## config.mk

```make
export PLATFORM = sky130hd
export DESIGN_NAME = idu
export DESIGN_NICKNAME = d
export VERILOG_FILES = /design/src/rtl/mips_pkg.sv /design/src/rtl/idu_decode.sv /design/src/rtl/idu.sv
export SDC_FILE = /design/constraint.sdc
export NUM_CORES = 1
export LEC_CHECK = 0
export ABC_CLOCK_PERIOD_IN_PS = 3300
export CELL_PAD_IN_SITES_DETAIL_PLACEMENT = 1
export CELL_PAD_IN_SITES_GLOBAL_PLACEMENT = 2
export CORE_MARGIN = 5
export CORE_UTILIZATION = 30
export CTS_BUF_LIST = sky130_fd_sc_hd__clkbuf_8
export CTS_CLUSTER_DIAMETER = 120
export DETAILED_ROUTE_END_ITERATION = 8
export HOLD_SLACK_MARGIN = 0.12
export PLACE_DENSITY = 0.79
export SYNTH_ARGS = -nofsm -noshare
export SYNTH_HDL_FRONTEND = slang
export SYNTH_SLANG_ARGS = --single-unit
```

## constraint.sdc

```tcl
create_clock -name clk -period 3.3 [get_ports clk]
set_clock_uncertainty 0.2 [all_clocks]
set_input_delay 0.825 -clock clk [delete_from_list [all_inputs] [get_ports clk]]
set_output_delay 0.825 -clock clk [all_outputs]
set_load 0.005 [all_outputs]
```

## src/rtl/mips_pkg.sv

```systemverilog
// Shared MIPS decode constants: opcodes, funct codes, ALU ops, sequencer states.
// Latency: n/a (declarations only).
// Backpressure: n/a.
package mips_pkg;

  // Primary opcodes (instr[31:26])
  localparam logic [5:0] OP_RTYPE = 6'h00;
  localparam logic [5:0] OP_J     = 6'h02;
  localparam logic [5:0] OP_BEQ   = 6'h04;
  localparam logic [5:0] OP_ORI   = 6'h0d;
  localparam logic [5:0] OP_LUI   = 6'h0f;
  localparam logic [5:0] OP_LW    = 6'h23;
  localparam logic [5:0] OP_SW    = 6'h2b;

  // R-type funct codes (instr[5:0])
  localparam logic [5:0] FN_ADDU  = 6'h21;
  localparam logic [5:0] FN_SUBU  = 6'h23;

  typedef enum logic [1:0] {
    ALU_ADD = 2'd0,
    ALU_SUB = 2'd1,
    ALU_OR  = 2'd2,
    ALU_LUI = 2'd3
  } alu_op_e;

  typedef enum logic [2:0] {
    S_IDLE = 3'd0,
    S_DEC  = 3'd1,
    S_EXEC = 3'd2,
    S_MEM  = 3'd3,
    S_WB   = 3'd4,
    S_PCUP = 3'd5
  } state_e;

  // Instruction class: selects the phase sequence through the FSM
  typedef enum logic [2:0] {
    C_ALU = 3'd0,
    C_LW  = 3'd1,
    C_SW  = 3'd2,
    C_BEQ = 3'd3,
    C_J   = 3'd4,
    C_ILL = 3'd5
  } iclass_e;

endpackage

```

## src/rtl/idu_decode.sv

```systemverilog
// Combinational instruction decoder: instr -> class, register fields, immediate, ALU controls.
// Latency: 0 cycles (pure combinational).
// Backpressure: none; output follows input.
// Ports: instr in; cls, rs/rt/rd, imm32, alu_op, alu_src, reg_dst, mem_to_reg, jaddr, illegal out.
module idu_decode
  import mips_pkg::*;
#(
  parameter int IW = 32
) (
  input  logic [IW-1:0] instr,
  output iclass_e       cls,
  output logic [4:0]    rs,
  output logic [4:0]    rt,
  output logic [4:0]    rd,
  output logic [IW-1:0] imm32,
  output alu_op_e       alu_op,
  output logic          alu_src,
  output logic          reg_dst,
  output logic          mem_to_reg,
  output logic [27:0]   jaddr,
  output logic          illegal
);

  logic [5:0]  op;
  logic [5:0]  funct;
  logic [15:0] imm16;

  assign op    = instr[31:26];
  assign funct = instr[5:0];
  assign imm16 = instr[15:0];

  assign rs    = instr[25:21];
  assign rt    = instr[20:16];
  assign rd    = instr[15:11];

  // Word-aligned jump offset within the current 256 MB region
  assign jaddr = {instr[25:0], 2'b00};

  always_comb begin
    cls        = C_ILL;
    imm32      = '0;
    alu_op     = ALU_ADD;
    alu_src    = 1'b0;
    reg_dst    = 1'b0;
    mem_to_reg = 1'b0;

    case (op)
      OP_RTYPE: begin
        if (funct == FN_ADDU) begin
          cls     = C_ALU;
          alu_op  = ALU_ADD;
          reg_dst = 1'b1;
        end else if (funct == FN_SUBU) begin
          cls     = C_ALU;
          alu_op  = ALU_SUB;
          reg_dst = 1'b1;
        end
      end
      OP_ORI: begin
        cls     = C_ALU;
        imm32   = IW'(imm16);
        alu_op  = ALU_OR;
        alu_src = 1'b1;
      end
      OP_LUI: begin
        cls     = C_ALU;
        imm32   = IW'({imm16, 16'h0000});
        alu_op  = ALU_LUI;
        alu_src = 1'b1;
      end
      OP_LW: begin
        cls        = C_LW;
        imm32      = {{(IW-16){imm16[15]}}, imm16};
        alu_op     = ALU_ADD;
        alu_src    = 1'b1;
        mem_to_reg = 1'b1;
      end
      OP_SW: begin
        cls     = C_SW;
        imm32   = {{(IW-16){imm16[15]}}, imm16};
        alu_op  = ALU_ADD;
        alu_src = 1'b1;
      end
      OP_BEQ: begin
        // Compare rs - rt; the immediate is the branch word offset for fetch
        cls     = C_BEQ;
        imm32   = {{(IW-16){imm16[15]}}, imm16};
        alu_op  = ALU_SUB;
      end
      OP_J: begin
        cls = C_J;
      end
      default: begin
        cls = C_ILL;
      end
    endcase
  end

  assign illegal = (cls == C_ILL);

endmodule

```

## src/rtl/idu.sv

```systemverilog
// Multi-cycle decode/control sequencer: latches one instruction and walks it through DEC/EXEC/MEM/WB/PCUP.
// Latency: instr_valid to pc_update is 2 (J/illegal), 3 (BEQ), 4 (ALU/SW) or 5 (LW) cycles.
// Backpressure: none queued; instr_valid is dropped whenever busy (including the PCUP cycle).
// Ports: clk, reset (async, active-low); instr/instr_valid/pc/alu_zero in;
//        busy, rs/rt/rd, imm32, alu_op, alu_src, reg_we, reg_dst, mem_to_reg, mem_re/mem_we,
//        pc_w/pc_a/b_succ/wd/pc_update (PC command), illegal (sticky) out. All outputs registered.
module idu
  import mips_pkg::*;
#(
  parameter int IW = 32
) (
  input  logic          clk,
  input  logic          reset,
  input  logic [IW-1:0] instr,
  input  logic          instr_valid,
  input  logic [IW-1:0] pc,
  input  logic          alu_zero,
  output logic          busy,
  output logic [4:0]    rs,
  output logic [4:0]    rt,
  output logic [4:0]    rd,
  output logic [IW-1:0] imm32,
  output logic [1:0]    alu_op,
  output logic          alu_src,
  output logic          reg_we,
  output logic          reg_dst,
  output logic          mem_to_reg,
  output logic          mem_re,
  output logic          mem_we,
  output logic          pc_w,
  output logic          pc_a,
  output logic          b_succ,
  output logic [IW-1:0] wd,
  output logic          pc_update,
  output logic          illegal
);

  // Keeps pc[31:28] when forming a jump target
  localparam logic [IW-1:0] PC_HI_MASK = {4'hF, {(IW-4){1'b0}}};

  state_e        state;
  state_e        state_nxt;
  logic [IW-1:0] instr_q;
  logic [IW-1:0] pc_q;

  iclass_e       d_cls;
  logic [4:0]    d_rs;
  logic [4:0]    d_rt;
  logic [4:0]    d_rd;
  logic [IW-1:0] d_imm32;
  alu_op_e       d_alu_op;
  logic          d_alu_src;
  logic          d_reg_dst;
  logic          d_mem_to_reg;
  logic [27:0]   d_jaddr;
  logic          d_illegal;

  logic          pcup_nxt;
  logic [IW-1:0] j_target;
  logic [IW-1:0] wd_nxt;

  // The decoder looks at the latched word, so its outputs are stable for the
  // whole life of the instruction regardless of what fetch drives meanwhile.
  idu_decode #(.IW(IW)) u_decode (
    .instr      (instr_q),
    .cls        (d_cls),
    .rs         (d_rs),
    .rt         (d_rt),
    .rd         (d_rd),
    .imm32      (d_imm32),
    .alu_op     (d_alu_op),
    .alu_src    (d_alu_src),
    .reg_dst    (d_reg_dst),
    .mem_to_reg (d_mem_to_reg),
    .jaddr      (d_jaddr),
    .illegal    (d_illegal)
  );

  // State register
  always_ff @(posedge clk or negedge reset) begin
    if (!reset) begin
      state <= S_IDLE;
    end else begin
      state <= state_nxt;
    end
  end

  // Next-state: each phase lasts exactly one cycle; the class picks the route
  always_comb begin
    state_nxt = state;
    case (state)
      S_IDLE: begin
        if (instr_valid) begin
          state_nxt = S_DEC;
        end
      end
      S_DEC: begin
        if (d_cls == C_J || d_cls == C_ILL) begin
          state_nxt = S_PCUP;
        end else begin
          state_nxt = S_EXEC;
        end
      end
      S_EXEC: begin
        if (d_cls == C_LW || d_cls == C_SW) begin
          state_nxt = S_MEM;
        end else if (d_cls == C_BEQ) begin
          state_nxt = S_PCUP;
        end else begin
          state_nxt = S_WB;
        end
      end
      S_MEM: begin
        if (d_cls == C_LW) begin
          state_nxt = S_WB;
        end else begin
          state_nxt = S_PCUP;
        end
      end
      S_WB:    state_nxt = S_PCUP;
      S_PCUP:  state_nxt = S_IDLE;
      default: state_nxt = S_IDLE;
    endcase
  end

  assign pcup_nxt = (state_nxt == S_PCUP);
  assign j_target = (pc_q & PC_HI_MASK) | IW'(d_jaddr);

  always_comb begin
    wd_nxt = '0;
    if (pcup_nxt) begin
      if (d_cls == C_J) begin
        wd_nxt = j_target;
      end else if (d_cls == C_BEQ) begin
        wd_nxt = d_imm32;
      end
    end
  end

  // Output registers are loaded from the next state so that every strobe is
  // a flop output yet lines up with the phase it belongs to.
  always_ff @(posedge clk or negedge reset) begin
    if (!reset) begin
      instr_q    <= '0;
      pc_q       <= '0;
      busy       <= 1'b0;
      rs         <= '0;
      rt         <= '0;
      rd         <= '0;
      imm32      <= '0;
      alu_op     <= '0;
      alu_src    <= 1'b0;
      reg_dst    <= 1'b0;
      mem_to_reg <= 1'b0;
      reg_we     <= 1'b0;
      mem_re     <= 1'b0;
      mem_we     <= 1'b0;
      pc_w       <= 1'b0;
      pc_a       <= 1'b0;
      b_succ     <= 1'b0;
      wd         <= '0;
      pc_update  <= 1'b0;
      illegal    <= 1'b0;
    end else begin
      if (state == S_IDLE && instr_valid) begin
        instr_q <= instr;
        pc_q    <= pc;
      end

      if (state == S_DEC) begin
        rs         <= d_rs;
        rt         <= d_rt;
        rd         <= d_rd;
        imm32      <= d_imm32;
        alu_op     <= d_alu_op;
        alu_src    <= d_alu_src;
        reg_dst    <= d_reg_dst;
        mem_to_reg <= d_mem_to_reg;
        if (d_illegal) begin
          illegal <= 1'b1;
        end
      end

      busy      <= (state_nxt != S_IDLE);
      reg_we    <= (state_nxt == S_WB);
      mem_re    <= (state_nxt == S_MEM) && (d_cls == C_LW);
      mem_we    <= (state_nxt == S_MEM) && (d_cls == C_SW);
      pc_update <= pcup_nxt;
      pc_w      <= pcup_nxt && (d_cls == C_J);
      pc_a      <= pcup_nxt && (d_cls == C_BEQ);
      // BEQ enters PCUP only from EXEC, so this captures alu_zero from the
      // last EXEC cycle and doubles as the branch-taken flag.
      b_succ    <= pcup_nxt && (d_cls == C_BEQ) && alu_zero;
      wd        <= wd_nxt;
    end
  end

endmodule

```

==> results.cfg, run 1 <==
[clocking]
cts-hold-fix-buffers = 0
clockRootBuffer = clkbuf_8
numCtsBuffers = 17
post_cts_buffers = 0
clk_latency_ns = 0.44
cts_tree = done
cts_buffer_depth = 2
cts_max_level = 4
path_clk_slew_ns = 0.07
ctsResizeCount = 0
numClockSinks = 132

[min_path]
hp-class = primary input to async pin

[sta]
max_freq_mhz = 357
slew_headroom = 0.425
final-hold-violation-count = 0
worst_pin_slew_ns = 0.862
grt_setup_unrepaired = no
slew_viol_final = 0
timing.final.crit_share = 0.849
finalWorstSetupSlack_ns = 0.498
fin_crit_ns = 2.80
holdWs_ns = 0.165
tns_ns = 0
setup_viol = 0

[synth]
synth_edf_count = 0
yosys.area_share.xor_xnor = 0
async_flop_share = 1.00
ys_seq_area_frac = 0.622
synth-compound-area-share = 0.115
syn_nets = 547
synth_top_family_by_area = simple AND/OR/NAND/NOR gates
synthAdderAreaFrac = 0
ys_types = 41
ys.flop_type = dfrtp_1
muxShareOfSynthArea = 0.0722
avgSynthCellArea_um2 = 11.1
ys_seq_elements = 132
synth_top_area_share = 0.622
synthSimpleGateAreaFrac = 0.152
synth_area_mm2 = 0.00531
syn_inst = 479
synth_warnings = 0
synth.area.top_cells = dfrtp_1 (62%), nand2_1 (8.1%), mux2_2 (7.2%)
yosys.area.top_type = dfrtp_1

[finish]
syn2layout_area_growth_pct = 36.7
fin_nets = 680
seqCellArea_mm2 = 0.00330
fillers = 1901
multi_input_area_mm2 = 0.00182
final_cell_mix = dfrtp_1 (132), clkdlybuf4s50_1 (131), nand2_1 (114), a21oi_1 (40), nor2_1 (36)
final_cells = 849
largest_registers = imm32 x32, instr_q x32, wd x32
drive_gt1_frac = 0.162
n_antenna_cell = 0
design_area_mm2 = 0.00725
layout_commonest_cell = dfrtp_1
postLayoutCoreUtil = 0.419

[route]
drc_errors = 0
drt-vias-per-instance = 4.76
vias = 4040
wirelength_um = 15600
antenna_left = 0
first_pass_iters = 4
wire_per_inst_um = 18.4
drt_iter0_drc = 192

[place]
port-buffer-count = 132
preCtsSetupSlack_ns = 0.501
placed_cells = 818
placed_area_mm2 = 0.00688
dp_hpwl_um = 10800
gp_congestion = 0.768

[die]
rows = 48
dieArea_mm2 = 0.0204
ios = 161
start_util = 0.307
chipWidth_um = 143
die_y_um = 143
core-area_mm2 = 0.0173

[global_routing]
grt_pass1_wl_um = 25400
grtUsageTotal = 0.160
first_global_vias = 4542
grt_max_degree = 64
overflow = 0
antenna_found_initial = 0

[power]
irDropWorstVdd_uv = 372
power_mw = 6.71
power_density_mw_per_mm2 = 925
leakagePower_nw = 3.06

[run_status]
status = complete, no violations

[worst_setup_path]
critPathMaxFanout = 11
r2r_slack_ns = 0.50
worstPathRequired_ns = 3.44
critPathKind = register to register
cp.arrival_ns = 2.94
critPathCaptureType = register
startpoint_type = register

[flow_run]
maxCapViolCount = 0
[kinds of logic (layout without fill, tap and decap cells)]
kind of cell,after synthesis,count (layout)
multiplexers,34,34
buffers and inverters,40,185
AND/OR/NAND/NOR,185,185
AO/OA/AOI/OAI,88,88
flip-flops,132,132
[critical path, stage by stage (launching register included)]
cell and delay, ns:
dfrtp_1 0.46, or4_1 0.60, nor3_2 0.16, a221oi_2 0.13
a21oi_4 0.47, buf_4 0.29, nand2_1 0.15, nor3b_1 0.24
[worst paths after layout]
check	start	end	depth (start not counted)
min in group clk	rt[3]$_DFFE_PN0P_	rt[3]$_DFFE_PN0P_	2
setup / recovery	instr_q[28]$_DFFE_PN0P_	wd[0]$_DFF_PN0_	7
setup reg to reg	instr_q[28]$_DFFE_PN0P_	wd[0]$_DFF_PN0_	7
hold / removal	reset	instr_q[17]$_DFFE_PN0P_	1
hold reg to reg	rt[3]$_DFFE_PN0P_	rt[3]$_DFFE_PN0P_	2
max in group asynchronous	reset	wd[3]$_DFF_PN0_	2
[cell usage after synthesis (2+ instances only)]
master and count:
a31oi_4 2, buf_2 4, a21oi_2 11, a21oi_1 40
buf_1 2, a21o_1 2, clkbuf_1 18, a32oi_1 13
nand2b_1 2, nor3_1 3, mux2_2 34, o21ai_0 10
nor2_1 37, nand3_1 5, buf_4 4, nand2_1 114
or2_2 2, buf_6 4, nor2b_1 2, dfrtp_1 132
inv_1 8, nor3b_1 4, and4b_1 2, a31oi_1 2
or3_1 3, o211ai_1 2, nor4_1 2, nor4b_1 2
[layout make-up]
cell class,count,share of cell area
clock buffers,19,0.0361
clock inverters,12,0.0159
inverters,8,0.00414
multi-input cells,307,0.251
flip-flops and latches,132,0.455
well taps,225,0.0388
repair buffers,146,0.199
[where the power goes]
group          leakage [nW]  internal (mW)  total [mW]  switching [mW]
registers              1.68           2.21        2.75           0.534
logic                  1.18           1.28        2.65            1.37
clock network         0.196          0.693        1.31           0.614
[per-layer routing]
layer / global-route usage / up-vias / wire length [um]
li1: - / 1887 / -
met1: 0.201 / 2029 / 6810
met2: 0.255 / 108 / 7280
met3: 0.0666 / 16 / 1340
met4: 0.0450 / 0 / 178
met5: 0 / - / 0
(Power assumes the default switching activity.)
==> run 2, diff against run 1 <==
ABC_CLOCK_PERIOD_IN_PS = 2400   (was 3300)
CORE_UTILIZATION = 27   (was 30)
PLACE_DENSITY = 0.75   (was 0.79)
clock period = 2.4 ns   (was 3.3 ns; I/O delays follow)
==> run 2 against run 1 <==
Against the previous run:
- utilization down 1.5 points
- total power up 51%
- sequential power rose by 33%
- routed wire length rose by 3.2%
==> results.cfg, run 2 (synthesis gave the netlist of run 1 again) <==
[run_status]
status = complete, no violations

[route]
drt-vias-per-instance = 4.49
first_pass_iters = 4
antenna_left = 0
wire_per_inst_um = 17.4
drc_errors = 0
vias = 4163
drt_iter0_drc = 137
wirelength_um = 16100

[finish]
fin_nets = 718
drive_gt1_frac = 0.228
largest_registers = imm32 x32, instr_q x32, wd x32
design_area_mm2 = 0.00784
final_cell_mix = dfrtp_1 (131), clkdlybuf4s50_1 (131), nand2_1 (114), buf_4 (41)
syn2layout_area_growth_pct = 47.8
n_antenna_cell = 0

[worst_setup_path]
cp.arrival_ns = 2.47
critPathCaptureType = register
startpoint_type = register
worstPathRequired_ns = 2.53
rr_startpoint = instr_q[26]$_DFFE_PN0P_
critPathMaxFanout = 10
critPathKind = register to register
crit_start = instr_q[26]$_DFFE_PN0P_

[place]
dp_hpwl_um = 11500
gp_congestion = 0.794
port-buffer-count = 132
preCtsSetupSlack_ns = -0.0303
placed_area_mm2 = 0.00725

[flow_run]
maxCapViolCount = 0

[sta]
slew_viol_final = 0
worst_pin_slew_ns = 0.447
slew_headroom = 0.702
max_freq_mhz = 427
final-hold-violation-count = 0
timing.final.crit_share = 0.977
grt_setup_unrepaired = yes
setup_viol = 0
holdWs_ns = 0.285
fin_crit_ns = 2.34
finalWorstSetupSlack_ns = 0.0561

[die]
start_util = 0.274
rows = 51
ios = 161
die_y_um = 150
dieArea_mm2 = 0.0226
chipWidth_um = 150
core-area_mm2 = 0.0194

[clocking]
clk_latency_ns = 0.44
clockRootBuffer = clkbuf_8
numCtsBuffers = 17
path_clk_slew_ns = 0.08
cts_buffer_depth = 2
cts_max_level = 4
numClockSinks = 132
cts_tree = done

[power]
power_frac_seq = 0.362
leakagePower_nw = 3.31
swShare = 0.366
intPower_mw = 6.42
power_mw = 10.1
clockPowerShare = 0.198
irDropWorstVdd_uv = 440
power_density_mw_per_mm2 = 1290
share_comb_of_total_power = 0.441
switchingPower_mw = 3.71

[global_routing]
antenna_found_initial = 0
overflow = 0
first_global_vias = 4651
grtUsageTotal = 0.148
grt_pass1_wl_um = 25700
grt_max_degree = 45

[min_path]
hp-class = register to register
holdCritStartpoint = rd[0]$_DFFE_PN0P_
## run 2: routing by layer
| metal | up-vias | share of wire | track usage |
|---|---|---|---|
| met1 | 2078 | 0.44 | 0.183 |
| met4 | 0 | 0.011 | 0.0467 |
| li1 | 1971 | - | - |
| met2 | 99 | 0.49 | 0.246 |
| met5 | - | 0 | 0 |
| met3 | 15 | 0.061 | 0.0476 |
## run 2: metrics by stage
step                      std cells  TNS (ns)  utilization
after floorplan                 479         0            -
after global placement          889    -0.452        0.374
after detailed placement        889    -0.617        0.374
after CTS                       923         0        0.398
after global routing            928   -0.0763        0.404
final                           928         0        0.404
## run 2: timing repair
item                                   4_1_cts  5_1_grt
gates resized for setup                      6       12
setup buffers                                1        4
pin swaps                                    3        7
hold buffers                                 1        0
setup endpoints to repair                   18       56
endpoints found under the hold margin       40        0
gates cloned                                 0        1
## run 2: worst paths after layout
path	slack (ns)	end	cells past startpoint
hold reg to reg	0.29	rd[0]$_DFFE_PN0P_	2
min in group asynchronous	0.45	instr_q[18]$_DFFE_PN0P_	2
hold / removal	0.29	rd[0]$_DFFE_PN0P_	2
setup / recovery	0.06	wd[3]$_DFF_PN0_	8
max in group asynchronous	0.98	wd[28]$_DFF_PN0_	3
setup reg to reg	0.06	wd[3]$_DFF_PN0_	8
## run 2: power groups by stage
stage / clock [mW] / sequential, mW / combinational [mW]
6_report: 2.01 / 3.66 / 4.47
2_1_floorplan: 0 / 3.60 / 2.09
3_3_place_gp: 0 / 3.67 / 4.22
3_5_place_dp: 0 / 3.71 / 4.33
5_1_grt: 2.17 / 3.78 / 4.92
4_1_cts: 2.07 / 3.68 / 4.41
## run 2: area by class of cell
class                      instances  area [um2]
inverter                           8        30.0
multi-input combinational        307        1920
tap                              265         332
sequential                       132        3300
timing repair buffer             184        1840
clock inverter                    15         190
fill                            2150       11600
clock buffer                      17         234
## run 2: critical path: stages, from the launching register on
cell,delay [ns]
dfrtp_2,0.44
or3_1,0.38
a21o_1,0.19
a221oi_4,0.31
a21oi_4,0.13
buf_12,0.17
buf_12,0.14
a32oi_2,0.20
nor2_1,0.06
==> run 3, diff against run 2 <==
SLEW_MARGIN = 10   (was default)
==> results of run 3 <==
Final layout, timing and power as in run 2 (identical DEF).
